## src/rtl/vga_timing_gen.sv

```systemverilog
// 640x480@60 Hz VGA raster timing generator: pixel coordinates, active-video flag and syncs.
// Optional VGA_PIPE_DELAY_EN adds one register stage on hs/vs/blank to match registered-colour renderers.
module vga_timing_gen #(
  parameter int unsigned H_VISIBLE = 640,
  parameter int unsigned H_FRONT   = 16,
  parameter int unsigned H_SYNC    = 96,
  parameter int unsigned H_BACK    = 48,
  parameter int unsigned V_VISIBLE = 480,
  parameter int unsigned V_FRONT   = 10,
  parameter int unsigned V_SYNC    = 2,
  parameter int unsigned V_BACK    = 33
) (
  input  logic       vga_clk,
  input  logic       reset_n,
  output logic [9:0] DrawX,
  output logic [9:0] DrawY,
  output logic       blank,
  output logic       hs,
  output logic       vs,
  output logic       sync,
  output logic       line_start,
  output logic       frame_start
);

  localparam int unsigned H_TOTAL = H_VISIBLE + H_FRONT + H_SYNC + H_BACK;
  localparam int unsigned V_TOTAL = V_VISIBLE + V_FRONT + V_SYNC + V_BACK;

  localparam logic [9:0] H_MAX      = 10'(H_TOTAL - 1);
  localparam logic [9:0] V_MAX      = 10'(V_TOTAL - 1);
  localparam logic [9:0] H_VIS      = 10'(H_VISIBLE);
  localparam logic [9:0] V_VIS      = 10'(V_VISIBLE);
  localparam logic [9:0] H_SYNC_BEG = 10'(H_VISIBLE + H_FRONT);
  localparam logic [9:0] H_SYNC_END = 10'(H_VISIBLE + H_FRONT + H_SYNC);
  localparam logic [9:0] V_SYNC_BEG = 10'(V_VISIBLE + V_FRONT);
  localparam logic [9:0] V_SYNC_END = 10'(V_VISIBLE + V_FRONT + V_SYNC);

  logic [9:0] hc, vc;
  logic [9:0] hc_nxt, vc_nxt;
  logic       hs_nxt, vs_nxt, blank_nxt;
  logic       hs_a, vs_a, blank_a;

  // Outputs are derived from the next counter values so they register in step with DrawX/DrawY.
  always_comb begin
    hc_nxt = (hc == H_MAX) ? '0 : hc + 10'd1;
    vc_nxt = vc;
    if (hc == H_MAX) begin
      vc_nxt = (vc == V_MAX) ? '0 : vc + 10'd1;
    end
    hs_nxt    = !((hc_nxt >= H_SYNC_BEG) && (hc_nxt < H_SYNC_END));
    vs_nxt    = !((vc_nxt >= V_SYNC_BEG) && (vc_nxt < V_SYNC_END));
    blank_nxt = (hc_nxt < H_VIS) && (vc_nxt < V_VIS);
  end

  always_ff @(posedge vga_clk or negedge reset_n) begin
    if (!reset_n) begin
      hc          <= H_MAX;
      vc          <= V_MAX;
      hs_a        <= 1'b1;
      vs_a        <= 1'b1;
      blank_a     <= 1'b0;
      line_start  <= 1'b0;
      frame_start <= 1'b0;
    end else begin
      hc          <= hc_nxt;
      vc          <= vc_nxt;
      hs_a        <= hs_nxt;
      vs_a        <= vs_nxt;
      blank_a     <= blank_nxt;
      line_start  <= (hc_nxt == '0);
      frame_start <= (hc_nxt == '0) && (vc_nxt == '0);
    end
  end

`ifdef VGA_PIPE_DELAY_EN
  always_ff @(posedge vga_clk or negedge reset_n) begin
    if (!reset_n) begin
      hs    <= 1'b1;
      vs    <= 1'b1;
      blank <= 1'b0;
    end else begin
      hs    <= hs_a;
      vs    <= vs_a;
      blank <= blank_a;
    end
  end
`else
  assign hs    = hs_a;
  assign vs    = vs_a;
  assign blank = blank_a;
`endif

  assign DrawX = hc;
  assign DrawY = vc;
  assign sync  = 1'b0;

endmodule
```

## config.mk

```make
export PLATFORM = sky130hd
export DESIGN_NAME = vga_timing_gen
export DESIGN_NICKNAME = d
export VERILOG_FILES = /design/src/rtl/vga_timing_gen.sv
export SDC_FILE = /design/constraint.sdc
export NUM_CORES = 1
export LEC_CHECK = 0
export CAP_MARGIN = 20
export CORE_ASPECT_RATIO = 1.1
export CORE_MARGIN = 4
export CORE_UTILIZATION = 66
export CTS_CLUSTER_DIAMETER = 60
export CTS_CLUSTER_SIZE = 24
export DETAILED_ROUTE_END_ITERATION = 10
export DONT_BUFFER_PORTS = 1
export GPL_TIMING_DRIVEN = 1
export PLACE_DENSITY_LB_ADDON = 0.3
export SLEW_MARGIN = 20
export SYNTH_ARGS = -nofsm -noshare
export SYNTH_HDL_FRONTEND = slang
export SYNTH_SLANG_ARGS = --single-unit
```

## constraint.sdc

```tcl
create_clock -name vga_clk -period 5 [get_ports vga_clk]
set_input_delay 0.5 -clock vga_clk [delete_from_list [all_inputs] [get_ports vga_clk]]
set_output_delay 0.5 -clock vga_clk [all_outputs]
set_load 0.03 [all_outputs]
```

==> results.rst <==
.. list-table::
   :header-rows: 1

   * - Metric
     - Value
   * - Outcome
     - complete, no violations
   * - Wire length per cell
     - 18.6 um
   * - Sw Ratio
     - 21.9%
   * - Leading cell type in the layout, fill and taps excluded
     - sky130_fd_sc_hd__dfrtp_1
   * - Initial DRC Count
     - 41
   * - Sw power
     - 65.5 uW
   * - Cell area power density
     - 199 nW/um2
   * - Share of the yosys chip area belonging to registers
     - 43.7%
   * - IR Drop Worst-Case VDD
     - 0.000154 V
   * - Crit path max fanout
     - 11
   * - Synth async-reset ratio
     - 100%
   * - Sort of element at the end of the critical path
     - flip-flop
   * - CTS tree
     - yes
   * - Via count of the first global-routing pass
     - 1169
   * - Post-CTS repair timing setup buffer count
     - 0
   * - Clock transition at the registers of the reported paths
     - 0.14 ns
   * - Global routing's busiest layer
     - met2
   * - IO Port Bufs
     - 0
   * - CP Data Arrival Time
     - 3.23 ns
   * - Register bit total from synthesis
     - 25
   * - IO Count
     - 28
   * - Internal cell power
     - 234 uW
   * - CP peak stage delay
     - 0.70 ns
   * - Cell at the slowest stage of the critical path
     - sky130_fd_sc_hd__dfstp_2
   * - Met2 capacity usage during global routing
     - 37.2%
   * - Vias per inst
     - 6.90
   * - Tightest Hold Check Type
     - reg2reg
   * - Critical Setup Path Class
     - reg2reg
   * - Clk_lat worst skew
     - 0.32 ns
   * - Core Box Area
     - 2060 um2
   * - DRC Markers
     - 0
   * - Synthesized net count
     - 155
   * - Antenna violations before repair
     - 0
   * - Main flop type after synthesis
     - sky130_fd_sc_hd__dfrtp_1
   * - Top library cells by usage in the layout, fill and taps aside
     - sky130_fd_sc_hd__dfrtp_1 (13), sky130_fd_sc_hd__dfstp_2 (12), sky130_fd_sc_hd__nand2_1 (12), sky130_fd_sc_hd__nor2_1 (9), sky130_fd_sc_hd__nand3_1 (8)
   * - Clk sink count
     - 25
   * - Area added between synthesis and finish
     - 2.99%
   * - Global routing usage summed across all routing layers
     - 23.8%
   * - Fill cell count
     - 169
   * - Total count of max-transition violations in the final report
     - 0
   * - Number of synthesized flops with an enable pin
     - 0
   * - Total clock buffers created by CTS
     - 3
   * - Area enclosed by the die boundary
     - 3040 um2
   * - Final setup violating endpoints
     - 0
   * - Root buf cell
     - sky130_fd_sc_hd__clkbuf_4
   * - Number of nets in the layout
     - 154
   * - Post-layout minimum cycle time
     - 2.99 ns
   * - Post-detailed-placement half-perimeter wirelength
     - 2.38 mm
   * - Met3 routing resource usage after global routing
     - 5.22%
   * - Number of instances in the synthesized netlist
     - 150
   * - Remaining antenna violation count
     - 0
   * - First-pass DRT Iterations
     - 4
   * - Endpoint required time on the critical path
     - 5.24 ns
   * - Clock share of power
     - 30.1%
   * - Clock buffer depth
     - 2
   * - Final hold viol count
     - 0
   * - Yosys warnings
     - 0
   * - Fraction of power consumed by sequential logic
     - 67.6%
   * - Starting density of the core
     - 71.0%
   * - Row count
     - 17
   * - Leakage power of the design
     - 0.600 nW
   * - CTS H-tree lvls
     - 1
   * - Synthesized cell area
     - 1470 um2
   * - Count of inserted antenna diode cells
     - 0
   * - CP cell instances
     - ha_1 -> and4_1 -> nand3_1 -> o311a_1 -> a211o_1 -> or3_1 -> nor4_2
   * - Critical Path Start Type
     - flip-flop
   * - Final setup margin
     - 2.01 ns
   * - Met1 capacity usage during global routing
     - 31.7%
   * - Total congestion overflow
     - 0
   * - Mean post-synth cell area
     - 9.77 um2
   * - Slew margin rel.
     - 43.9%
   * - Setup repair after global routing missed its margin
     - no
   * - Horizontal extent of the die
     - 52.9 um
   * - RePlAce Congestion
     - 0.872
   * - Via count of the routed design
     - 1215
   * - Crit share post-route
     - 59.7%
   * - Setup Slack @ Placement
     - 2.05 ns
   * - First-pass GRT wire length
     - 5.46 mm
   * - Aggregate negative setup slack
     - 0 ns
   * - Max Clock Skew
     - 0.00852 ns
   * - Relative contribution of combinational cells to total power
     - 2.3%
   * - Synth cell types
     - 49
   * - Cell family with most CP delay
     - simple AND/OR/NAND/NOR gates
   * - Vertical die dimension
     - 57.4 um
   * - Timing-limited maximum frequency
     - 335 MHz
   * - Total of cells resized after clock tree synthesis
     - 0
   * - Max-capacitance violation count
     - 0
   * - Aggregate routed wire length
     - 3.28 mm
   * - Buffers & Inverters on Critical Path
     - 0
   * - Worst Tran Pin Value
     - 0.838 ns
   * - Layout cells sized above 1
     - 14.2%
   * - Maximum number of pins on one net before global-route repair
     - 19
==> flip-flops by register name (all words and copies together) (netlist names) <==
name	flops
DrawX	10
DrawY	10
blank	1
frame_start	1
hs	1
line_start	1
vs	1
==> logic make-up (layout without fill, tap and decap cells) <==
logic type      after synthesis  count (layout)  synth area share, %
mux                           1               1                0.683
buf+inv                      14              12                 4.61
fa+ha+maj                     3               3                 2.56
flops                        25              25                 43.7
compound gates               30              30                 13.8
other cells                   1               1                0.256
xor+xnor                     12              12                 7.17
simple gates                 64              64                 27.2
==> worst paths after layout <==
| check | start | to | slack [ns] | depth (start not counted) |
|---|---|---|---|---|
| max in group asynchronous | reset_n | DrawY[1] | 3.77 | 1 |
| min | DrawX[0] | DrawX[0] | 0.62 | 1 |
| max | DrawX[0] | frame_start | 2.01 | 7 |
| min in group asynchronous | reset_n | DrawX[1] | 0.67 | 1 |
| min reg2reg | DrawX[0] | DrawX[0] | 0.62 | 1 |
| max reg2reg | DrawX[0] | frame_start | 2.01 | 7 |
==> synthesized netlist by cell type (2+ instances only) <==
library cell / instances / area share, %
sky130_fd_sc_hd__ha_1: 3 / 2.6
sky130_fd_sc_hd__buf_2: 3 / 1.0
sky130_fd_sc_hd__dfrtp_1: 13 / 22
sky130_fd_sc_hd__nand3b_1: 2 / 1.0
sky130_fd_sc_hd__o22ai_1: 3 / 1.3
sky130_fd_sc_hd__xor2_1: 6 / 3.6
sky130_fd_sc_hd__or3_1: 3 / 1.3
sky130_fd_sc_hd__a21o_1: 2 / 1.0
sky130_fd_sc_hd__a31oi_1: 2 / 0.85
sky130_fd_sc_hd__o31ai_1: 2 / 1.0
sky130_fd_sc_hd__a211oi_1: 3 / 1.5
sky130_fd_sc_hd__nor4b_1: 3 / 1.8
sky130_fd_sc_hd__a21oi_1: 3 / 1.0
sky130_fd_sc_hd__nand4_1: 4 / 1.7
sky130_fd_sc_hd__nand3_1: 8 / 2.7
sky130_fd_sc_hd__inv_1: 5 / 1.3
sky130_fd_sc_hd__nor4_1: 4 / 1.7
sky130_fd_sc_hd__nor3_1: 4 / 1.4
sky130_fd_sc_hd__nor2_1: 9 / 2.3
sky130_fd_sc_hd__dfstp_2: 12 / 22
sky130_fd_sc_hd__a211o_1: 2 / 1.2
sky130_fd_sc_hd__nand2_1: 12 / 3.1
sky130_fd_sc_hd__o21a_1: 2 / 1.0
sky130_fd_sc_hd__o21ai_0: 6 / 2.0
sky130_fd_sc_hd__clkbuf_1: 4 / 1.0
sky130_fd_sc_hd__xnor2_1: 6 / 3.6
sky130_fd_sc_hd__nand2b_1: 2 / 0.85
==> per-layer routing <==
metal,share of wire [%],routed length [um]
met1,40,1300
met2,50,1640
met3,7.6,248
met4,2.7,87
met5,0,0
==> cell type report <==
type | count | area, um2 | share of cell area, %
flip-flops and latches | 25 | 641 | 42.5
multi-input cells | 111 | 757 | 50.2
inverters | 5 | 18.8 | 1.24
well taps | 28 | 35.0 | 2.32
clock inverters | 1 | 5.00 | 0.332
clock buffers | 3 | 22.5 | 1.49
repair buffers | 3 | 30.0 | 1.99
==> power by group through the flow <==
stage	Sequential, mW	Clock [mW]	Combinational (mW)
2_1_floorplan	0.206	0	0.00158
3_3_place_gp	0.206	0	0.000972
3_5_place_dp	0.206	0	0.000972
4_1_cts	0.203	0.0912	0.00691
5_1_grt	0.203	0.100	0.00747
6_report	0.203	0.0903	0.00682
==> repair_timing <==
| action | CTS | global route |
|---|---|---|
| hold buffers | 3 | 0 |
| setup endpoints to repair | 0 | 0 |
| endpoints found under the hold margin | 18 | 0 |
==> metrics by stage <==
stage	instance area, um2	power [mW]	util, %	hold slack [ns]	cells
finish	1510	0.300	73.1	0.622	176
global route	1510	0.311	73.1	0.645	176
detailed placement	1450	0.207	70.3	0.205	169
global placement	1450	0.207	70.3	0.205	169
CTS	1510	0.301	73.1	0.626	176
floorplan	1470	0.208	-	0.204	150
Note: power is estimated with default switching activity, not from simulation.
